<file path="config.mk">
export PLATFORM = sky130hd
export DESIGN_NAME = relm_div_seq
export DESIGN_NICKNAME = d
export VERILOG_FILES = /design/src/rtl/relm_div_seq.sv
export SDC_FILE = /design/constraint.sdc
export NUM_CORES = 1
export LEC_CHECK = 0
export ABC_AREA = 1
export CAP_MARGIN = 20
export CORE_MARGIN = 1
export CORE_UTILIZATION = 35
export DETAILED_ROUTE_END_ITERATION = 7
export PLACE_DENSITY = 0.7
export SYNTH_ARGS = -nofsm -noshare
export SYNTH_HDL_FRONTEND = slang
export SYNTH_SLANG_ARGS = --single-unit
</file>
<file path="constraint.sdc">
create_clock -name clk -period 2.1 [get_ports clk]
set_input_delay 0.42 -clock clk [delete_from_list [all_inputs] [get_ports clk]]
set_output_delay 0.42 -clock clk [all_outputs]
set_load 0.01 [all_outputs]
</file>
<file path="src/rtl/relm_div_seq.sv">
// Multi-cycle sequencer for the DIV/FDIV path of the shared FP/integer datapath.
// Optional feature: define RELM_DIV_ABORT_EN to add an 'abort' input that cancels an op in flight.
module relm_div_seq #(
    parameter int WD         = 32,
    parameter int WOP        = 5,
    parameter int WC         = 65,
    parameter int DIV_LOOPS  = 10,
    parameter int FDIV_LOOPS = 9
) (
    input  logic             clk,
    input  logic             rst_n,
    input  logic             req_valid,
    output logic             req_ready,
    input  logic             req_fdiv,
    input  logic [WD-1:0]    req_n,
    input  logic [WD-1:0]    req_d,
    output logic             rsp_valid,
    input  logic             rsp_ready,
    output logic [WD-1:0]    rsp_q,
    output logic [WD-1:0]    rsp_aux,
    output logic             rsp_dz,
    output logic [WOP-1:0]   dp_op,
    output logic             dp_opb,
    output logic [WD-1:0]    dp_x,
    output logic [WD-1:0]    dp_a,
    output logic [WD-1:0]    dp_xb,
    output logic [WC+WD-1:0] dp_cb,
`ifdef RELM_DIV_ABORT_EN
    input  logic             abort,
`endif
    input  logic [WD-1:0]    dp_a_out,
    input  logic [WC+WD-1:0] dp_cb_out
);

    localparam int MAX_LOOPS = (DIV_LOOPS > FDIV_LOOPS) ? DIV_LOOPS : FDIV_LOOPS;
    localparam int CW        = (MAX_LOOPS > 1) ? $clog2(MAX_LOOPS) : 1;

    // Loop ops flag themselves with the loop-select bit above the op field plus bit 0.
    localparam logic [WD-1:0] LOOP_X = (WD'(1) << (WOP + 1)) | WD'(1);

    typedef enum logic [1:0] {
        IDLE,
        SETUP,
        LOOP,
        DONE
    } state_t;

    state_t           state;
    logic             fdiv_r;
    logic [WD-1:0]    n_r;
    logic [WD-1:0]    d_r;
    logic [WD-1:0]    a_r;
    logic [WC+WD-1:0] cb_r;
    logic [WD-1:0]    hdr_r;
    logic [CW-1:0]    cnt;
    logic             rsp_valid_r;
    logic             rsp_dz_r;

    // Sequencer: divide-by-zero short-circuits straight to DONE without touching the datapath.
    always_ff @(posedge clk or negedge rst_n) begin
        if (!rst_n) begin
            state       <= IDLE;
            fdiv_r      <= 1'b0;
            n_r         <= '0;
            d_r         <= '0;
            a_r         <= '0;
            cb_r        <= '0;
            hdr_r       <= '0;
            cnt         <= '0;
            rsp_valid_r <= 1'b0;
            rsp_dz_r    <= 1'b0;
        end else
`ifdef RELM_DIV_ABORT_EN
        if (abort && (state != IDLE)) begin
            state       <= IDLE;
            rsp_valid_r <= 1'b0;
            rsp_dz_r    <= 1'b0;
        end else
`endif
        begin
            case (state)
                IDLE: begin
                    if (req_valid) begin
                        fdiv_r <= req_fdiv;
                        n_r    <= req_n;
                        d_r    <= req_d;
                        if (!req_fdiv && (req_d == '0)) begin
                            a_r         <= '1;
                            cb_r        <= {{WC{1'b0}}, req_n};
                            rsp_dz_r    <= 1'b1;
                            rsp_valid_r <= 1'b1;
                            state       <= DONE;
                        end else begin
                            state <= SETUP;
                        end
                    end
                end
                SETUP: begin
                    a_r  <= dp_a_out;
                    cb_r <= dp_cb_out;
                    if (fdiv_r) begin
                        hdr_r <= dp_a_out;
                    end
                    cnt   <= fdiv_r ? CW'(FDIV_LOOPS - 1) : CW'(DIV_LOOPS - 1);
                    state <= LOOP;
                end
                LOOP: begin
                    a_r  <= dp_a_out;
                    cb_r <= dp_cb_out;
                    if (cnt == '0) begin
                        rsp_valid_r <= 1'b1;
                        state       <= DONE;
                    end else begin
                        cnt <= cnt - CW'(1);
                    end
                end
                DONE: begin
                    if (rsp_ready) begin
                        rsp_valid_r <= 1'b0;
                        rsp_dz_r    <= 1'b0;
                        state       <= IDLE;
                    end
                end
                default: begin
                    state <= IDLE;
                end
            endcase
        end
    end

    assign req_ready = (state == IDLE);
    assign rsp_valid = rsp_valid_r;
    assign rsp_dz    = rsp_dz_r;
    assign rsp_q     = a_r;
    assign rsp_aux   = fdiv_r ? hdr_r : cb_r[WD-1:0];

    // The datapath sees the divisor only during setup; afterwards it works from recirculated A/CB.
    assign dp_op  = {{(WOP-3){1'b0}}, (fdiv_r ? 3'b010 : 3'b011)};
    assign dp_opb = (state == LOOP);
    assign dp_x   = (state == LOOP) ? LOOP_X : '0;
    assign dp_a   = (state == SETUP) ? d_r : a_r;
    assign dp_xb  = n_r;
    assign dp_cb  = cb_r;

endmodule

</file>
## Yosys cells after proc, flatten, opt, wreduce, memory -nomap -nowiden

Cells that the tools add are included.

- Register bits: 234
- Input port bits: 198
- Output and inout port bits: 266
- Logic and storage cells: 60

- Add/sub/neg operators: 1
- Equality and inequality tests: 8
- Muxes and demuxes: 24
- Reductions and logical operators: 17

Operators by type and width:

| operator | count |
|---|---|
| $mux W97 | 2 |
| $pmux W97 S2 | 1 |
| $mux W32 | 4 |
| $pmux W32 S2 | 1 |
| $logic_not A32 Y1 | 1 |
| $mux W2 | 4 |
| $pmux W2 S4 | 1 |
| $pmux W4 S2 | 1 |
| $mux W7 | 1 |
| $mux W1 | 6 |
| $ne A2 B2 Y1 const B | 3 |
| $reduce_and A2 Y1 | 3 |
| $reduce_and A3 Y1 | 2 |
| $reduce_bool A2 Y1 | 3 |
| $reduce_and A5 Y1 | 1 |
| $eq A2 B2 Y1 const B | 2 |
| $logic_not A4 Y1 | 1 |
| $mux W4 | 1 |
| $ne A2 B1 Y1 const B | 2 |
| $reduce_and A4 Y1 | 1 |
| $sub A4 B1 Y4 const B | 1 |
| $pmux W1 S3 | 1 |
| $reduce_bool A3 Y1 | 1 |
| $eq A2 B1 Y1 const B | 1 |
| 5 further kinds | 5 |

## Logic depth before layout (Yosys ltp)

Gate-level depths: netlist of the first run.

- Depth in word-level cells: 5
- Depth in mapped cells: 12
- Depth with buffers taken out: 10

## Worst setup path after synthesis of the first run

No wires, ideal clock.

- Kind: register to register
- From: register state[0]
- To: register cb_r[17], in the netlist dp_cb[17]
- Library setup time: 117 ps
- Arrival: 1631 ps
- Setup slack: 352 ps
- Cell stages (with the launch flop): 10
- Path buffers: 3
- Period minus slack after synthesis: 1748 ps
- Cells stage by stage: dfrtp_1 inv_1 ha_1 inv_2 or2_0 buf_2 clkbuf_1 buf_2 nand3_1 nand2_1

- Elaborated cells between the ends (all ways): 9
- Classes of those cells: eq/ne (4); mux (1); reduce/logical (4)

RTL lines:

| what | RTL line | source |
|---|---|---|
| start: declaration | 48 | `state_t state;` |
| start signal: assignment | 62 | `state <= IDLE;` |
| start signal: assignment | 92 | `state <= DONE;` |
| start signal: assignment | 94 | `state <= SETUP;` |
| $logic_not A2 Y1 * | n/a |  |
| via req_ready | 13 | `output logic req_ready,` |
| $ne A2 B1 Y1 (no line), or another cell as far along | n/a |  |
| $reduce_and A3 Y1 (no line) | n/a |  |
| end signal: assignment | 89 | `cb_r <= {{WC{1'b0}}, req_n};` |
| end signal: assignment | 100 | `cb_r <= dp_cb_out;` |
| end signal: assignment | 109 | `cb_r <= dp_cb_out;` |
| end: declaration | 53 | `logic [WC+WD-1:0] cb_r;` |

Mark *: on every way through the listed nets, which the timed path passes. The rest lies on a longest branch.
A chain may end at the register's enable or synchronous reset.

## Worst setup path after layout of the first run

- From: register state[0]
- To: output dp_a[24]

- Word-level cells in the longest chain between the ends: 2

Ends and longest elaborated chain:

| what | RTL line | source |
|---|---|---|
| $eq A2 B1 Y1 | 141 | `assign dp_a = (state == SETUP) ? d_r : a_r;` |
| $mux W32 | 141 |  |
| end: declaration | 25 | `output logic [WD-1:0] dp_a,` |

No other way between the ends.

==> results of run 1 <==
-- Yosys cell counts, types with 4 or more instances --
cell type and n:
dfrtp_1 234, nand2_1 680, inv_1 157, buf_4 38
buf_2 35, nand4_1 4, ha_1 7, buf_6 12
mux2_2 16, nor2_1 13, nand3_1 138, o21ai_0 121
clkbuf_1 41
-- sequential cells by signal, indices dropped and copies added, names as in the netlist --
signal,cells
rsp_dz,1
rsp_q,32
d_r,32
dp_cb,97
cnt,4
fdiv_r,1
state,2
dp_xb,32
rsp_valid,1
hdr_r,32
-- final timing paths --
| path | endpoint | slack, ps | cells past startpoint |
|---|---|---|---|
| worst min register to register | dp_cb[50] | 470 | 2 |
| worst max-delay path | dp_a[24] | -160 | 7 |
| max in group asynchronous | d_r[7] | 1030 | 3 |
| min in group clk | dp_xb[29] | 440 | 3 |
| worst min-delay path | rsp_q[11] | 400 | 2 |
| worst max register to register | rsp_q[8] | 110 | 10 |
-- routing by layer --
layer,vias up,GRT usage
li1,5439,-
met1,5381,0.303
met2,472,0.434
met3,67,0.0598
met4,2,0.0643
met5,-,0
-- through the flow --
step | cells | power, uW | setup TNS (ps)
6_report | 2403 | 30900 | -2490
4_1_cts | 2402 | 30800 | -2940
5_1_grt | 2403 | 33100 | -4290
3_3_place_gp | 2332 | 24700 | -36890
2_1_floorplan | 1544 | 16500 | 0
3_5_place_dp | 2332 | 25000 | -42830
-- power by group through the flow --
stage	Clock (uW)	Sequential (uW)	Combinational [uW]
6_report	5030	8350	17500
2_1_floorplan	0	8640	7830
4_1_cts	5130	8320	17400
3_5_place_dp	0	8290	16700
3_3_place_gp	0	8220	16500
5_1_grt	5300	8610	19200
-- final cells by class --
cell class	count	area (sq um)	share of cell area
sequential	234	5860	0.331
timing repair buffer	505	5150	0.291
multi-input combinational	1023	4580	0.259
clock buffer	36	729	0.0413
inverter	158	603	0.0341
tap	435	544	0.0308
clock inverter	12	206	0.0117
-- timing repair --
| item | in CTS | in global routing |
|---|---|---|
| gates resized for setup | 351 | 30 |
| setup buffers | 16 | 2 |
| endpoints found under the setup margin | 69 | 109 |
| pin swaps | 15 | 9 |
| gates cloned | 6 | 1 |
| hold endpoints to repair | 50 | 0 |
| hold buffers | 1 | 0 |
-- kinds of logic after synthesis --
family | Yosys count | share of synthesized area
AO/OA/AOI/OAI | 125 | 0.0547
adder cells (fa/ha/maj) | 7 | 0.00764
buffers and inverters | 287 | 0.118
flip-flops | 234 | 0.511
multiplexers | 16 | 0.0157
other | 2 | 0.000655
AND/OR/NAND/NOR | 841 | 0.293
-- worst max-delay path: cells and delay by family, from the launching register on --
kind | cells | cell delay, ps
buffers and inverters | 4 | 530
DFF | 1 | 430
and+or+nand+nor | 2 | 100
adders and majority gates | 1 | 210
==> impl_metrics.env, run 1 <==
export IMPL_clk_pin_slew_ps=70
export IMPL_drc=0
export IMPL_worst_path_max_delay_cell="dfrtp_1"
export IMPL_arrival_ps=1840
export IMPL_htreeDepth=1
export IMPL_avgSynthCellArea_sq_um=7.58
export IMPL_clockBufferDepth=3
export IMPL_slowest_delay_ps=430
export IMPL_dp_slack_ps=-363
export IMPL_fin_crit_sh=1.08
export IMPL_path_cells="ha_4, buf_12, buf_8, buf_6, nand2_2, nand2_1, buf_2"
export IMPL_synth_seq_cells=234
export IMPL_dr_pass1_iters=5
export IMPL_period_minus_slack_ps=2260
export IMPL_dieArea_sq_um=33500
export IMPL_synth_edf_count=0
export IMPL_m1WireLength_mm=16.9
export IMPL_fin_ws_ps=-159
export IMPL_cts_root_buffer="clkbuf_16"
export IMPL_place_gp_congestion=0.870
export IMPL_placementRows=65
export IMPL_post_route_util=0.554
export IMPL_switching_share=0.426
export IMPL_start_util=0.360
export IMPL_area_delta_synth_final_pct=54.1
export IMPL_core_area_sq_um=31900
export IMPL_holdCritPathClass="in -> async"
export IMPL_route_met2_wl_mm=20.6
export IMPL_endpoint_kind="output port"
export IMPL_placed_area_sq_um=16400
export IMPL_cts_made_buffers=27
export IMPL_grt_pass1_vias=11400
export IMPL_tritoncts="built"
export IMPL_path_class="reg -> out"
export IMPL_critPathLaunchType="flop"
export IMPL_die_h_um=183
export IMPL_final_cell_mix="639 x nand2_1, 358 x clkdlybuf4s50_1, 232 x dfrtp_1"
export IMPL_timing_hold_ws_ps=401
export IMPL_power_leakage_uw=0.00933
export IMPL_setup_viol=32
export IMPL_crit_path_start="state[0]"
export IMPL_combPwrFrac=0.567
export IMPL_drv_slew=0
export IMPL_cap_viol_max_count=0
export IMPL_fmax_mhz=443
export IMPL_powerDensity_nw_per_um2=1750
export IMPL_fin_nets=2154
export IMPL_clock_skew_ps=25.3
export IMPL_vias_per_cell=4.73
export IMPL_violations="negative setup slack"
export IMPL_antenna_found_initial=1
export IMPL_topRoutingLayerUsed="met5"
export IMPL_fillers=3001
export IMPL_synth_cell_types=24
export IMPL_drive_above_1_share=0.131
export IMPL_port_buffer_count=429
export IMPL_n_antenna_cell=0
export IMPL_met3_wirelength_mm=3.50
export IMPL_hold_viol_final=0
export IMPL_syn_area_sq_um=11500
export IMPL_clock_power_share=0.163
export IMPL_final_common_cell="nand2_1"
export IMPL_netlist_area_leader_share=0.511
export IMPL_detailed_place_hpwl_mm=29.3
export IMPL_vias=11400
export IMPL_ant_nets=0
export IMPL_grt_first_pass_wirelength_mm=64.6
export IMPL_drt_iter0_markers=760
export IMPL_seq_area_frac_synth=0.511
export IMPL_r2r_start="state[0]"
export IMPL_grt_usage=0.248
export IMPL_status="finished, violations left"
export IMPL_synthTopCellsByArea="dfrtp_1 51%, nand2_1 22%, nand3_1 6.0%"
export IMPL_yosysTopAreaCell="dfrtp_1"
export IMPL_cp_max_fo=5
export IMPL_rsz0062_at_grt="yes"
export IMPL_required_ps=1680
export IMPL_synth_warnings=0
export IMPL_pin_count=464
export IMPL_p_sw_uw=13200
export IMPL_internal_power_uw=17700
export IMPL_finalWirelength_mm=42.0
export IMPL_synth_ff_type="dfrtp_1"
export IMPL_syn_inst=1512
export IMPL_wire_per_inst_um=17.5
export IMPL_ir_drop_mv=1.37
export IMPL_grt_ovfl_total=0
export IMPL_synthArstFlopShare=1.00
export IMPL_cts_sinks=234
export IMPL_power_frac_seq=0.270
export IMPL_grt_max_degree=103
export IMPL_insertion_delay_ps=560
export IMPL_fin_area_sq_um=17700
export IMPL_die_x_um=183
(Power assumes the default switching activity.)
==> run 2: changes to the inputs <==
Settings changed: SKIP_CTS_REPAIR_TIMING set to 1.
Clock period 2.1 ns to 2.3 ns, I/O delays scaled along.
==> run 2 against run 1 <==
Critical endpoint is now rsp_aux[11]. Largest power group unchanged. Routed wire length decreased by 0.99%. Die area is the same. Sequential share of layout area increased by 0.52 points. Highest routed layer is now met4. Flip-flop and latch count unchanged. Setup slack better by 55 ps. Hold slack better by 67 ps. The flow still finishes with violations (negative setup slack).
==> impl_metrics.env, run 2 (synthesized netlist as in run 1, its figures left out) <==
export IMPL_internal_power_uw=15500
export IMPL_clk_pin_slew_ps=60
export IMPL_switching_share=0.428
export IMPL_fin_crit_sh=1.05
export IMPL_cp_common_cell="nand2_1"
export IMPL_final_cell_mix="671 x nand2_1, 362 x clkdlybuf4s50_1, 232 x dfrtp_1"
export IMPL_pin_count=464
export IMPL_grt_ovfl_total=0
export IMPL_combPwrFrac=0.563
export IMPL_drv_slew=0
export IMPL_cp_buffers_inverters=3
export IMPL_cap_viol_max_count=0
export IMPL_timing_hold_ws_ps=468
export IMPL_post_route_util=0.546
export IMPL_timing_critical_path_to="rsp_aux[11]"
export IMPL_ff_latch_area_sq_um=5860
export IMPL_grt_usage=0.241
export IMPL_drt_iter0_markers=704
export IMPL_place_gp_congestion=0.859
export IMPL_tritoncts="built"
export IMPL_die_x_um=183
export IMPL_powerDensity_nw_per_um2=1560
export IMPL_power_leakage_uw=0.00964
export IMPL_vias_per_cell=4.69
export IMPL_vias=11200
export IMPL_ant_nets=0
export IMPL_violations="negative setup slack"
export IMPL_fin_cells=2381
export IMPL_cts_made_buffers=28
export IMPL_antenna_found_initial=2
export IMPL_worst_path_max_delay_cell="clkdlybuf4s50_1"
export IMPL_drc=0
export IMPL_final_common_cell="nand2_1"
export IMPL_multi_input_area_sq_um=4450
export IMPL_crit_family="buffers and inverters"
export IMPL_detailed_place_hpwl_mm=29.8
export IMPL_wire_per_inst_um=17.5
export IMPL_grt_max_degree=90
export IMPL_grt_first_pass_wirelength_mm=62.8
export IMPL_hold_start="dp_cb[72]"
export IMPL_dieArea_sq_um=33500
export IMPL_path_class="reg -> out"
export IMPL_cp_max_fo=15
export IMPL_placed_cells=2318
export IMPL_arrival_ps=1940
export IMPL_clock_power_share=0.159
export IMPL_cts_root_buffer="clkbuf_16"
export IMPL_required_ps=1840
export IMPL_dr_pass1_iters=5
export IMPL_r2r_slack_ps=400
export IMPL_largest_register_ffs=97
export IMPL_max_slew_margin=0.632
export IMPL_fmax_mhz=416
export IMPL_port_buffer_count=429
export IMPL_worst_slew_pin_slew_ps=552
export IMPL_insertion_delay_ps=540
export IMPL_p_sw_uw=11600
export IMPL_period_minus_slack_ps=2400
export IMPL_placementRows=65
export IMPL_dp_slack_ps=-99.2
export IMPL_worst_path_stages=5
export IMPL_crit_path_start="fdiv_r"
export IMPL_critPathLaunchType="flop"
export IMPL_r2r_start="state[1]"
export IMPL_fin_nets=2130
export IMPL_cts_sinks=234
export IMPL_ir_drop_mv=0.879
export IMPL_htreeDepth=1
export IMPL_fillers=2970
export IMPL_die_h_um=183
export IMPL_finalWirelength_mm=41.6
export IMPL_holdCritPathClass="reg -> reg"
export IMPL_area_delta_synth_final_pct=51.7
export IMPL_slowest_delay_ps=550
export IMPL_start_util=0.360
export IMPL_core_area_sq_um=31900
export IMPL_power_frac_seq=0.278
export IMPL_ff2ff_path_depth=10
export IMPL_clock_skew_ps=12.0
export IMPL_grt_pass1_vias=11100
export IMPL_path_cells="inv_4, buf_12, nand2_1, nand2_1, clkdlybuf4s50_1"
export IMPL_drive_above_1_share=0.0777
export IMPL_reg2reg_to="rsp_valid"
export IMPL_endpoint_kind="output port"
export IMPL_rsz0062_at_grt="yes"
export IMPL_status="finished, violations left"
export IMPL_clockBufferDepth=3
export IMPL_fin_ws_ps=-104
export IMPL_setup_viol=9
export IMPL_hold_viol_final=0
run 2: cell types whose count changed in the layout (fill, tap and decap cells not counted), moves of 8 or more:
| cell | before | now |
|---|---|---|
| clkbuf_2 | 2 | 14 |
| buf_2 | 46 | 0 |
| dlymetal6s2s_1 | 1 | 51 |
| nand2_4 | 10 | 2 |
| buf_4 | 33 | 24 |
| nand2_2 | 32 | 8 |
| buf_6 | 27 | 5 |
| nand2_1 | 639 | 671 |
run 2: per-layer routing:
metal / GRT usage / up-vias / wire [um]
met1: 0.283 / 5255 / 16300
li1: - / 5388 / -
met3: 0.0711 / 66 / 3870
met5: 0 / - / 0
met4: 0.0693 / 0 / 1170
met2: 0.424 / 449 / 20200
run 2: final cells by class:
type	instances	area share
diodes	2	0.000288
clock buffers	40	0.0481
clock inverters	9	0.00324
inverters	158	0.0347
multi-input cells	1023	0.256
flip-flops and latches	234	0.337
well taps	435	0.0313
repair buffers	480	0.290
run 2: through the flow:
step | setup TNS, ps | power (uW) | cell area (sq um)
after floorplan | 0 | 15000 | 11600
after global routing | -1290 | 29200 | 17400
final | -573 | 27200 | 17400
after detailed placement | -10260 | 22900 | 16200
after global placement | -6310 | 22600 | 16200
after CTS | -21210 | 27400 | 17100
run 2: how the worst min path moves through the flow:
stage               depth (start not counted)  slack [ps]        end
floorplan                                   0         160     cnt[0]
global placement                            2         450  dp_cb[72]
detailed placement                          2         460  dp_cb[72]
CTS                                         1        -110   dp_xb[6]
global route                                2         490  dp_cb[46]
finish                                      2         470  dp_cb[72]
run 2: power by group through the flow:
stage	logic (uW)	registers, uW	clock network (uW)
6_report	15300	7550	4310
4_1_cts	15400	7530	4420
3_3_place_gp	15100	7510	0
2_1_floorplan	7150	7890	0
3_5_place_dp	15400	7540	0
5_1_grt	16800	7790	4580
run 2: tightest hold or removal path: stages (launching register included):
cell     delay (ps)
dfrtp_1         340
nand2_1          50
nand2_1          40
==> run 3: changes to the inputs <==
==> constraint.sdc (replaced) <==
create_clock -name clk -period 2.75 [get_ports clk]
set_input_delay 0.55 -clock clk [delete_from_list [all_inputs] [get_ports clk]]
set_output_delay 0.55 -clock clk [all_outputs]
set_load 0.1 [all_outputs]
==> run 3 against run 2 <==
The run ends with negative hold slack left. Sequential share of layout area shrank 0.067 points. Routed wire length shrank 3.4%. Flip-flop and latch count is the same. Cell count fell by 0.59%. Non-clock buffer count shrank 14. Die area stayed put. First-iteration DRC count increased by 6.0%. Critical path depth is 2 higher. Highest routed layer unchanged.
==> impl_metrics.env, run 3 (synthesized netlist as in run 1, its figures left out) <==
export IMPL_fin_area_sq_um=17400
export IMPL_placed_cells=2316
export IMPL_rsz0062_at_grt="no"
export IMPL_final_common_cell="nand2_1"
export IMPL_worst_slew_pin_slew_ps=641
export IMPL_max_slew_margin=0.572
export IMPL_pin_count=464
export IMPL_core_area_sq_um=31900
export IMPL_die_h_um=183
export IMPL_htreeDepth=1
export IMPL_grt_first_pass_wirelength_mm=62.6
export IMPL_largest_register_ffs=97
export IMPL_fmax_mhz=383
export IMPL_violations="negative hold slack"
export IMPL_port_buffer_count=429
export IMPL_vias_per_cell=4.68
export IMPL_ant_nets=0
export IMPL_die_x_um=183
export IMPL_tritoncts="built"
export IMPL_hold_viol_final=9
export IMPL_holdCritPathClass="in -> async"
export IMPL_tns_ps=0
export IMPL_drc=0
export IMPL_grt_ovfl_total=0
export IMPL_path_class="reg -> out"
export IMPL_wire_per_inst_um=17.0
export IMPL_status="finished, violations left"
export IMPL_cts_root_buffer="clkbuf_16"
export IMPL_vias=11100
export IMPL_r2r_slack_ps=700
export IMPL_place_gp_congestion=0.855
export IMPL_dieArea_sq_um=33500
export IMPL_cp_max_fo=22
export IMPL_area_delta_synth_final_pct=51.9
export IMPL_drive_above_1_share=0.178
export IMPL_insertion_delay_ps=530
export IMPL_fin_cells=2367
export IMPL_final_cell_mix="677 x nand2_1, 234 x dfrtp_1, 196 x clkdlybuf4s50_1"
export IMPL_grt_pass1_vias=11300
export IMPL_required_ps=2200
export IMPL_clk_pin_slew_ps=60
export IMPL_setup_viol=0
export IMPL_clockBufferDepth=3
export IMPL_period_minus_slack_ps=2610
export IMPL_arrival_ps=2060
export IMPL_dr_pass1_iters=5
export IMPL_cap_viol_max_count=0
export IMPL_start_util=0.360
export IMPL_grt_max_degree=128
export IMPL_finalWirelength_mm=40.1
export IMPL_drv_slew=0
export IMPL_endpoint_kind="output port"
export IMPL_clock_skew_ps=18.5
export IMPL_placed_area_sq_um=16400
export IMPL_fin_crit_sh=0.949
export IMPL_cts_sinks=234
export IMPL_antenna_found_initial=1
export IMPL_grt_usage=0.239
export IMPL_drt_iter0_markers=746
export IMPL_cts_made_buffers=27
export IMPL_critPathLaunchType="flop"
export IMPL_placementRows=65
export IMPL_detailed_place_hpwl_mm=29.8
export IMPL_timing_hold_ws_ps=-19.1
export IMPL_fin_nets=2115
-- run 3: cell types whose count changed in the layout (fill, tap and decap cells not counted), moves of 6 or more --
cell / before / now
buf_4: 24 / 190
buf_12: 20 / 77
bufinv_16: 0 / 8
nand2_1: 671 / 677
nand2_2: 8 / 2
dlymetal6s2s_1: 51 / 0
clkdlybuf4s50_1: 362 / 196
clkbuf_2: 14 / 0
-- run 3: path summary, 6_finish.rpt --
| kind | from | endpoint | depth (start not counted) |
|---|---|---|---|
| max | state[1] | dp_a[20] | 7 |
| min | rst_n | dp_xb[3] | 1 |
| max reg2reg | state[1] | dp_cb[13] | 9 |
| min reg2reg | dp_cb[81] | dp_cb[81] | 2 |
| max in group asynchronous | rst_n | dp_xb[2] | 2 |
| min in group clk | dp_cb[81] | dp_cb[81] | 2 |
-- run 3: worst max-delay path: stages (launching register included) --
cell and delay [ps]:
dfrtp_1 390, inv_1 130, ha_2 230, inv_1 90, buf_6 230, nand2_1 120
nand2_1 140, buf_12 190
-- run 3: layer usage --
layer / global-route usage / part of all wire
met1: 0.288 / 0.40
met2: 0.421 / 0.49
met3: 0.0530 / 0.075
met4: 0.0810 / 0.032
met5: 0 / 0
-- run 3: layout make-up --
class | count | area, sq um
antenna | 1 | 2.50
clock buffer | 35 | 756
clock inverter | 15 | 284
fill | 2986 | 14500
inverter | 158 | 593
multi-input combinational | 1023 | 4420
sequential | 234 | 5860
tap | 435 | 544
timing repair buffer | 466 | 4970
-- run 3: metrics by stage --
| step | setup WS, ps | utilization |
|---|---|---|
| finish | 142 | 0.547 |
| CTS | 1.12 | 0.546 |
| floorplan | 147 | - |
| detailed placement | 239 | 0.514 |
| global route | 21.7 | 0.547 |
| global placement | 230 | 0.514 |
Power of run 3 is not shown: default switching activity piles up to over one toggle a cycle in this logic, so the estimate is an artifact.
